## src/rtl/alu_issue_pkg.sv

```systemverilog
// Shared types for the ALU issue stage: operation codes, alu_op classes and the buffered item.
// Optional field/helper under ALU_ISSUE_ILLEGAL_CHECK_EN.
package alu_issue_pkg;

  localparam int DATA_W   = 32;
  localparam int OPCODE_W = 4;

  typedef enum logic [3:0] {
    OP_AND   = 4'b0000,
    OP_OR    = 4'b0001,
    OP_ADD   = 4'b0010,
    OP_XOR   = 4'b0011,
    OP_SLL   = 4'b0100,
    OP_SRL   = 4'b0101,
    OP_SUB   = 4'b0110,
    OP_SRA   = 4'b0111,
    OP_EQ    = 4'b1000,
    OP_NE    = 4'b1001,
    OP_JAL   = 4'b1010,
    OP_NEVER = 4'b1011,
    OP_LT    = 4'b1100,
    OP_GE    = 4'b1101,
    OP_LTU   = 4'b1110,
    OP_GEU   = 4'b1111
  } alu_operation_e;

  typedef enum logic [1:0] {
    CLS_MEM    = 2'b00,
    CLS_BRANCH = 2'b01,
    CLS_RTYPE  = 2'b10,
    CLS_ITYPE  = 2'b11
  } alu_class_e;

  typedef struct packed {
    logic [OPCODE_W-1:0] operation;
    logic [DATA_W-1:0]   src_a;
    logic [DATA_W-1:0]   src_b;
`ifdef ALU_ISSUE_ILLEGAL_CHECK_EN
    logic                illegal;
`endif
  } issue_item_t;

`ifdef ALU_ISSUE_ILLEGAL_CHECK_EN
  function automatic logic funct7_legal(input logic [6:0] funct7);
    return (funct7 == 7'b0000000) || (funct7 == 7'b0100000);
  endfunction
`endif

endpackage

```

## src/rtl/alu_op_decode.sv

```systemverilog
// Combinational ALUOp/funct3/funct7 -> 4-bit Operation translation.
// Adds illegal_o when ALU_ISSUE_ILLEGAL_CHECK_EN is defined.
module alu_op_decode
  import alu_issue_pkg::*;
(
  input  logic [1:0]          alu_op_i,
  input  logic                is_jal_i,
  input  logic [2:0]          funct3_i,
  input  logic [6:0]          funct7_i,
`ifdef ALU_ISSUE_ILLEGAL_CHECK_EN
  output logic                illegal_o,
`endif
  output logic [OPCODE_W-1:0] operation_o
);

  alu_operation_e op;

  always_comb begin
    // NOTE: defaults first, so no branch leaves op unassigned and no latch is inferred.
    op = OP_ADD;
    if (is_jal_i) begin
      op = OP_JAL;
    end else begin
      unique case (alu_class_e'(alu_op_i))
        CLS_MEM: op = OP_ADD;
        CLS_BRANCH: begin
          unique case (funct3_i)
            3'b000:  op = OP_EQ;
            3'b001:  op = OP_NE;
            3'b100:  op = OP_LT;
            3'b101:  op = OP_GE;
            3'b110:  op = OP_LTU;
            3'b111:  op = OP_GEU;
            default: op = OP_NEVER;
          endcase
        end
        CLS_RTYPE, CLS_ITYPE: begin
          unique case (funct3_i)
            // funct7 is immediate bits for I-type, so ADDI never becomes SUB.
            3'b000: op = (alu_op_i == CLS_RTYPE && funct7_i[5]) ? OP_SUB : OP_ADD;
            3'b001: op = OP_SLL;
            3'b010: op = OP_LT;
            3'b011: op = OP_LTU;
            3'b100: op = OP_XOR;
            3'b101: op = funct7_i[5] ? OP_SRA : OP_SRL;
            3'b110: op = OP_OR;
            3'b111: op = OP_AND;
          endcase
        end
      endcase
    end
  end

  assign operation_o = op;

`ifdef ALU_ISSUE_ILLEGAL_CHECK_EN
  always_comb begin
    illegal_o = 1'b0;
    if (!is_jal_i) begin
      unique case (alu_class_e'(alu_op_i))
        CLS_BRANCH: illegal_o = (funct3_i[2:1] == 2'b01);
        CLS_RTYPE:  illegal_o = !funct7_legal(funct7_i) ||
                                (funct7_i[5] && funct3_i != 3'b000 && funct3_i != 3'b101);
        CLS_ITYPE:  illegal_o = (funct3_i == 3'b001 && funct7_i != 7'b0000000) ||
                                (funct3_i == 3'b101 && !funct7_legal(funct7_i));
        default:    illegal_o = 1'b0;
      endcase
    end
  end
`else
  logic unused_funct7;
  assign unused_funct7 = ^{funct7_i[6], funct7_i[4:0]};
`endif

endmodule

```

## src/rtl/alu_issue_stage.sv

```systemverilog
// ALU issue stage: decode + operand select into an output register backed by one skid entry.
// Optional illegal output under ALU_ISSUE_ILLEGAL_CHECK_EN.
module alu_issue_stage
  import alu_issue_pkg::*;
#(
  // Buffered items use the package widths; keep these at their defaults.
  parameter int DATA_WIDTH    = DATA_W,
  parameter int OPCODE_LENGTH = OPCODE_W
) (
  input  logic                     clk,
  input  logic                     reset,
  input  logic                     flush,
  input  logic                     in_valid,
  output logic                     in_ready,
  input  logic [1:0]               alu_op,
  input  logic                     is_jal,
  input  logic [2:0]               funct3,
  input  logic [6:0]               funct7,
  input  logic                     alu_src,
  input  logic [DATA_WIDTH-1:0]    rs1_data,
  input  logic [DATA_WIDTH-1:0]    rs2_data,
  input  logic [DATA_WIDTH-1:0]    imm,
  output logic                     out_valid,
  input  logic                     out_ready,
`ifdef ALU_ISSUE_ILLEGAL_CHECK_EN
  output logic                     illegal,
`endif
  output logic [OPCODE_LENGTH-1:0] Operation,
  output logic [DATA_WIDTH-1:0]    SrcA,
  output logic [DATA_WIDTH-1:0]    SrcB
);

  issue_item_t         in_item, out_q, out_d, skid_q;
  logic                out_valid_q, out_valid_d;
  logic                skid_valid_q, skid_valid_d;
  logic                skid_load, in_fire, out_free;
  logic [OPCODE_W-1:0] dec_op;

  alu_op_decode u_decode (
    .alu_op_i    (alu_op),
    .is_jal_i    (is_jal),
    .funct3_i    (funct3),
    .funct7_i    (funct7),
`ifdef ALU_ISSUE_ILLEGAL_CHECK_EN
    .illegal_o   (in_item.illegal),
`endif
    .operation_o (dec_op)
  );

  assign in_item.operation = dec_op;
  assign in_item.src_a     = rs1_data;
  assign in_item.src_b     = alu_src ? imm : rs2_data;

  // in_ready comes straight from a flop, so EX stalls never reach ID combinationally.
  assign in_ready = ~skid_valid_q;
  assign in_fire  = in_valid & in_ready;
  assign out_free = ~out_valid_q | out_ready;

  always_comb begin
    out_d        = out_q;
    out_valid_d  = out_valid_q;
    skid_valid_d = skid_valid_q;
    skid_load    = 1'b0;
    if (flush) begin
      out_valid_d  = 1'b0;
      skid_valid_d = 1'b0;
    end else if (out_free) begin
      if (skid_valid_q) begin
        // Skid is full only when in_ready was low, so no new item competes here.
        out_d        = skid_q;
        out_valid_d  = 1'b1;
        skid_valid_d = 1'b0;
      end else begin
        out_valid_d = in_fire;
        if (in_fire) out_d = in_item;
      end
    end else if (in_fire) begin
      skid_load    = 1'b1;
      skid_valid_d = 1'b1;
    end
  end

  // NOTE: state registers use non-blocking assignments so every flop samples pre-edge values.
  always_ff @(posedge clk or posedge reset) begin
    if (reset) begin
      out_q        <= '0;
      out_valid_q  <= 1'b0;
      skid_valid_q <= 1'b0;
    end else begin
      out_q        <= out_d;
      out_valid_q  <= out_valid_d;
      skid_valid_q <= skid_valid_d;
    end
  end

  // NOTE: the skid payload is qualified by skid_valid_q, so it needs no reset.
  always_ff @(posedge clk) begin
    if (skid_load) skid_q <= in_item;
  end

  assign out_valid = out_valid_q;
  assign Operation = out_q.operation;
  assign SrcA      = out_q.src_a;
  assign SrcB      = out_q.src_b;
`ifdef ALU_ISSUE_ILLEGAL_CHECK_EN
  assign illegal   = out_q.illegal;
`endif

endmodule

```

## config.mk

```make
export PLATFORM = sky130hd
export DESIGN_NAME = alu_issue_stage
export DESIGN_NICKNAME = d
export VERILOG_FILES = /design/src/rtl/alu_issue_pkg.sv /design/src/rtl/alu_op_decode.sv /design/src/rtl/alu_issue_stage.sv
export SDC_FILE = /design/constraint.sdc
export NUM_CORES = 1
export LEC_CHECK = 0
export BUFFER_PORTS_ARGS = -buffer_cell sky130_fd_sc_hd__buf_2
export CAP_MARGIN = 20
export CORE_MARGIN = 2
export CORE_UTILIZATION = 25
export CTS_BUF_LIST = sky130_fd_sc_hd__clkbuf_2 sky130_fd_sc_hd__clkbuf_4 sky130_fd_sc_hd__clkbuf_8
export CTS_CLUSTER_SIZE = 8
export DETAILED_ROUTE_END_ITERATION = 10
export GPL_TIMING_DRIVEN = 1
export PLACE_DENSITY = 0.5
export SLEW_MARGIN = 0
export SYNTH_ARGS = -nofsm -noshare
export SYNTH_HDL_FRONTEND = slang
export SYNTH_HIERARCHICAL = 1
export SYNTH_SLANG_ARGS = --single-unit
```

## constraint.sdc

```tcl
create_clock -name clk -period 27.3 [get_ports clk]
set_clock_uncertainty 0.1 [all_clocks]
set_input_delay 5.46 -clock clk [delete_from_list [all_inputs] [get_ports clk]]
set_output_delay 5.46 -clock clk [all_outputs]
set_load 0.02 [all_outputs]
```

* Word level (Yosys, flattened, before mapping)
Index checks and enable logic that the tools add are counted.
Word-level totals: bits in registers 138, input bits 115, output and inout port bits 70, logic and storage cells 49
Cells by class: equal/unequal tests 10, multiplexer cells 18, bitwise operators 5, reduce and logical (&&, ||, !) cells 8
Operator list (count):
- 2-to-1 mux 68 bit | 2
- 2-to-1 mux 32 bit | 1
- one-hot mux 4 bit (8 select lines) | 1
- one-hot mux 3 bit (6 select lines) | 1
- equality test 3 bit (second input constant) | 4
- one-hot mux 4 bit (3 select lines) | 1
- 2-to-1 mux 1 bit | 9
- equality test 3 x 2 -> 1 bit (second input constant) | 2
- equality test 2 bit (second input constant) | 2
- 2-to-1 mux 4 bit | 1
- nonzero test 2 bit | 2
- equality test 3 x 1 -> 1 bit (second input constant) | 1
- logical NOT 3 bit | 1
- 2-to-1 mux 3 bit | 1
- inverter 1 bit | 3
- AND reduction 3 bit | 1
- nonzero test 3 bit | 1
- equality test 2 x 1 -> 1 bit (second input constant) | 1
- logical NOT 2 bit | 1
- 2-to-1 mux 2 bit | 1
- OR reduction 2 bit | 1
- bitwise AND 1 bit | 1
- logical AND 1 bit | 1
- bitwise OR 1 bit | 1

* Depth between registers and ports, before layout
depth after elaboration 8, gate-level depth with buffers 6, mapped depth without buffers 5

* Modules after synthesis
Netlist, hierarchy kept.
By module, submodules not included:
- alu_issue_stage | times used 1, cells an instance 417, area an instance 5879.4 sq um, seq. area each 3793.6 sq um
- alu_op_decode | times used 1, cells an instance 20, area an instance 113.9 sq um, seq. area each 0.0 sq um

* Worst setup path after synthesis
OpenSTA, ideal clock, no wires.
path type input port to flip-flop, from input out_ready, to register skid_q[0] in the netlist's numbering (enable), library setup time 0.689 ns, arrival time 12.781 ns, required time 26.511 ns, path slack 13.730 ns, stages 2, path buffers 0, cell sequence or2b_1 -> nor4b_1
On the way: longest elaborated chain between the ends 3
Ends and longest elaborated chain:
- start: declaration | line alu_issue_stage.sv:24 | input logic out_ready,
- bitwise OR 1 bit | line alu_issue_stage.sv:57 | assign out_free = ~out_valid_q | out_ready;
- 2-to-1 mux 1 bit | line alu_issue_stage.sv:67 | end else if (out_free) begin
- 2-to-1 mux 1 bit | line alu_issue_stage.sv:64 | if (flush) begin
- named net skid_load | line alu_issue_stage.sv:36 | logic skid_load, in_fire, out_free;
- end signal: assignment | line alu_issue_stage.sv:98 | if (skid_load) skid_q <= in_item;
- end: declaration | line alu_issue_stage.sv:33 | issue_item_t in_item, out_q, out_d, skid_q;
The timed path passes the listed nets, and every way through them passes these cells. A chain may end at the register's enable or synchronous reset.

* Worst setup path in the final report
from input out_ready, to register skid_q[2] in the netlist's numbering (enable)
The elaborated chain is that of the path after synthesis.

==> results.toml <==
[global_routing]
grt_pass1_wl_um = 25500
antenna_found_initial = 0
grt_max_degree = 71
grt.overflow.total = 0
grt_pass1_vias = 4702
grt_use_total_pct = 12.73

[route]
drc_errors = 0
drt-vias-per-instance = 4.567
first_pass_iters = 4
finalWirelength_um = 15950
ant_nets = 0
vias = 4293
drt_iter0_drc = 208
wl_per_cell_um = 16.97

[timing]
layout_worst_path_cycle_share_pct = 26.72
setup_violations = 0
fin_setup_tns_ns = 0
final_hold_viol_count = 0
rsz0062_at_grt = "false"
timing.fmax_mhz = 137.1
maxSlewViolCount = 0
worstMarginPinSlew_ns = 1.003
period_needed_ns = 7.295
relSlewSlack_pct = 33.15

[critical_path]
crit_fanout = 66
required_ns = 27.26
r2r_setup_slack_ns = 24.60
arrival_ns = 7.25
end_kind = "flop"
crit_path_start_kind = "input pin"
path_class = "input pin to flop"

[floorplan]
rows = 56
fp.dieW_um = 158.8
die_area_um2 = 25230
fp.dieH_um = 158.8
start_util_pct = 25.53
core_area_um2 = 23470
io_pins = 185

[layout]
finalNonFillerCells = 940
antennaDiodeCount = 0
fin_util_pct = 31.97
finalNetCount = 723
drive_gt1_share_pct = 41.22
fill_cells = 2390
areaGrowthSynthToFinish_pct = 25.22

[place]
dp.cells = 907
io_buffers = 178
place_hpwl_um = 9689
gp_congestion = 0.7210

[run]
cap_violations = 0

[yosys]
ys.flop_type = "dfrtp_1"
synth_cells = 437
synth-seq-cells = 138
syn_area_per_cell_um2 = 13.71
syn-cell-area_um2 = 5993
synth_fp_nets = 552
synth_seq_area_share_pct = 63.30
synth_edf_count = 68
synth.distinct_cells = 31
synthArstFlopShare_pct = 50.72
ys_warn_count = 6

[clocking]
clk_pin_slew_ns = 0.09
cts_root_buf = "clkbuf_8"
insertion_delay_ns = 0.44
cts_buffers = 17
cts_resized = 0
cts_tree = "built"
holdBufCountCts = 0
cts-htree-levels = 4
clock_sinks = 138
cts.path.max_buffers = 2
cts_setup_buffers = 0

[power]
p_per_area_nw_per_um2 = 66.18
vdd_drop_max_uv = 23.26
p_leak_nw = 3.256

[worst_hold_path]
min_path_type = "flop to flop"

[run_status]
status = "complete, no violations"
==> cells by family after synthesis <==
logic type | after synthesis | synth area share [%]
buffers and inverters | 36 | 4.071
flip-flops | 138 | 63.30
AO/OA/AOI/OAI | 146 | 12.61
multiplexers | 100 | 18.18
AND/OR/NAND/NOR | 17 | 1.837
==> registers in the layout (all words and copies together), names as in the netlist <==
register,flops
SrcB,32
SrcA,32
out_valid,1
Operation,4
skid_valid_q,1
skid_q,68
==> placed cells by master (no fill, tap or decap), drive strengths merged, types with 2 or more instances in the layout <==
master	n
clkinvlp	2
edfxtp	68
nand2	3
mux2i	68
o21ai	139
dfrtp	70
buf	185
clkinv	6
nor2b	4
a21oi	3
nand2b	2
clkbuf	17
mux2	32
nor2	3
inv	9
==> power breakdown <==
part / total (W) / internal, W / leakage [nW] / switching [W]
clock network: 0.000163 / 0.0000738 / 0.188 / 0.0000893
registers: 0.000246 / 0.000237 / 1.48 / 0.00000845
logic: 0.0000880 / 0.0000328 / 1.58 / 0.0000552
total: 0.000497 / 0.000344 / 3.26 / 0.000153
==> path summary, 6_finish.rpt <==
| kind | from | endpoint | depth (start not counted) |
|---|---|---|---|
| worst max-delay path | out_ready | skid_q[2] | 4 |
| worst min-delay path | SrcB[26] | SrcB[26] | 2 |
| worst max register to register | skid_valid_q | skid_q[2] | 3 |
| worst min register to register | SrcB[26] | SrcB[26] | 2 |
| max in group asynchronous | reset | skid_valid_q | 4 |
| min in group asynchronous | reset | SrcB[26] | 3 |
==> layer usage <==
layer  vias up  global-route usage, %  wire length (µm)
li1       1965                      -                 -
met1      2166                  16.11              7282
met2       145                  21.26              7733
met3        17                  3.161               711
met4         0                  4.295               220
met5         -                      0                 0
==> critical path: stages <==
cell and delay, ns:
buf_2 0.12, or2b_1 0.30, nor4b_2 0.46, buf_4 0.84
==> synthesized netlist by cell type, drive strengths merged (2+ instances only) <==
| master | number | area (µm²) |
|---|---|---|
| mux2i | 68 | 680.7 |
| nor2 | 3 | 11.26 |
| nor2b | 4 | 32.53 |
| o21ai | 139 | 695.7 |
| inv | 3 | 11.26 |
| nand2b | 2 | 20.02 |
| mux2 | 32 | 409.2 |
| buf | 16 | 158.9 |
| dfrtp | 70 | 1752 |
| nand2 | 3 | 11.26 |
| edfxtp | 68 | 2042 |
| clkbuf | 17 | 73.82 |
| a21oi | 3 | 15.01 |
==> cell type report <==
type | instances | area [µm²] | area share [%]
clock buffers | 17 | 234.0 | 3.118
inverters | 3 | 12.51 | 0.1667
repair buffers | 185 | 963.4 | 12.84
flip-flops and latches | 138 | 3795 | 50.57
clock inverters | 15 | 138.9 | 1.851
well taps | 319 | 399.1 | 5.318
multi-input cells | 263 | 1962 | 26.14
==> through the flow <==
stage          setup slack, ns  hold WS (ns)  total power (W)  cell area, µm²
2_1_floorplan            13.73        0.3908        0.0003025            5993
5_1_grt                  19.98        0.4378        0.0005246            7505
6_report                 20.01        0.4066        0.0004966            7505
4_1_cts                  20.07        0.4137        0.0005062            7477
3_5_place_dp             19.58        0.3947        0.0003391            7104
3_3_place_gp             19.63        0.3803        0.0003361            7104
Power figures use the tool's default switching activity.
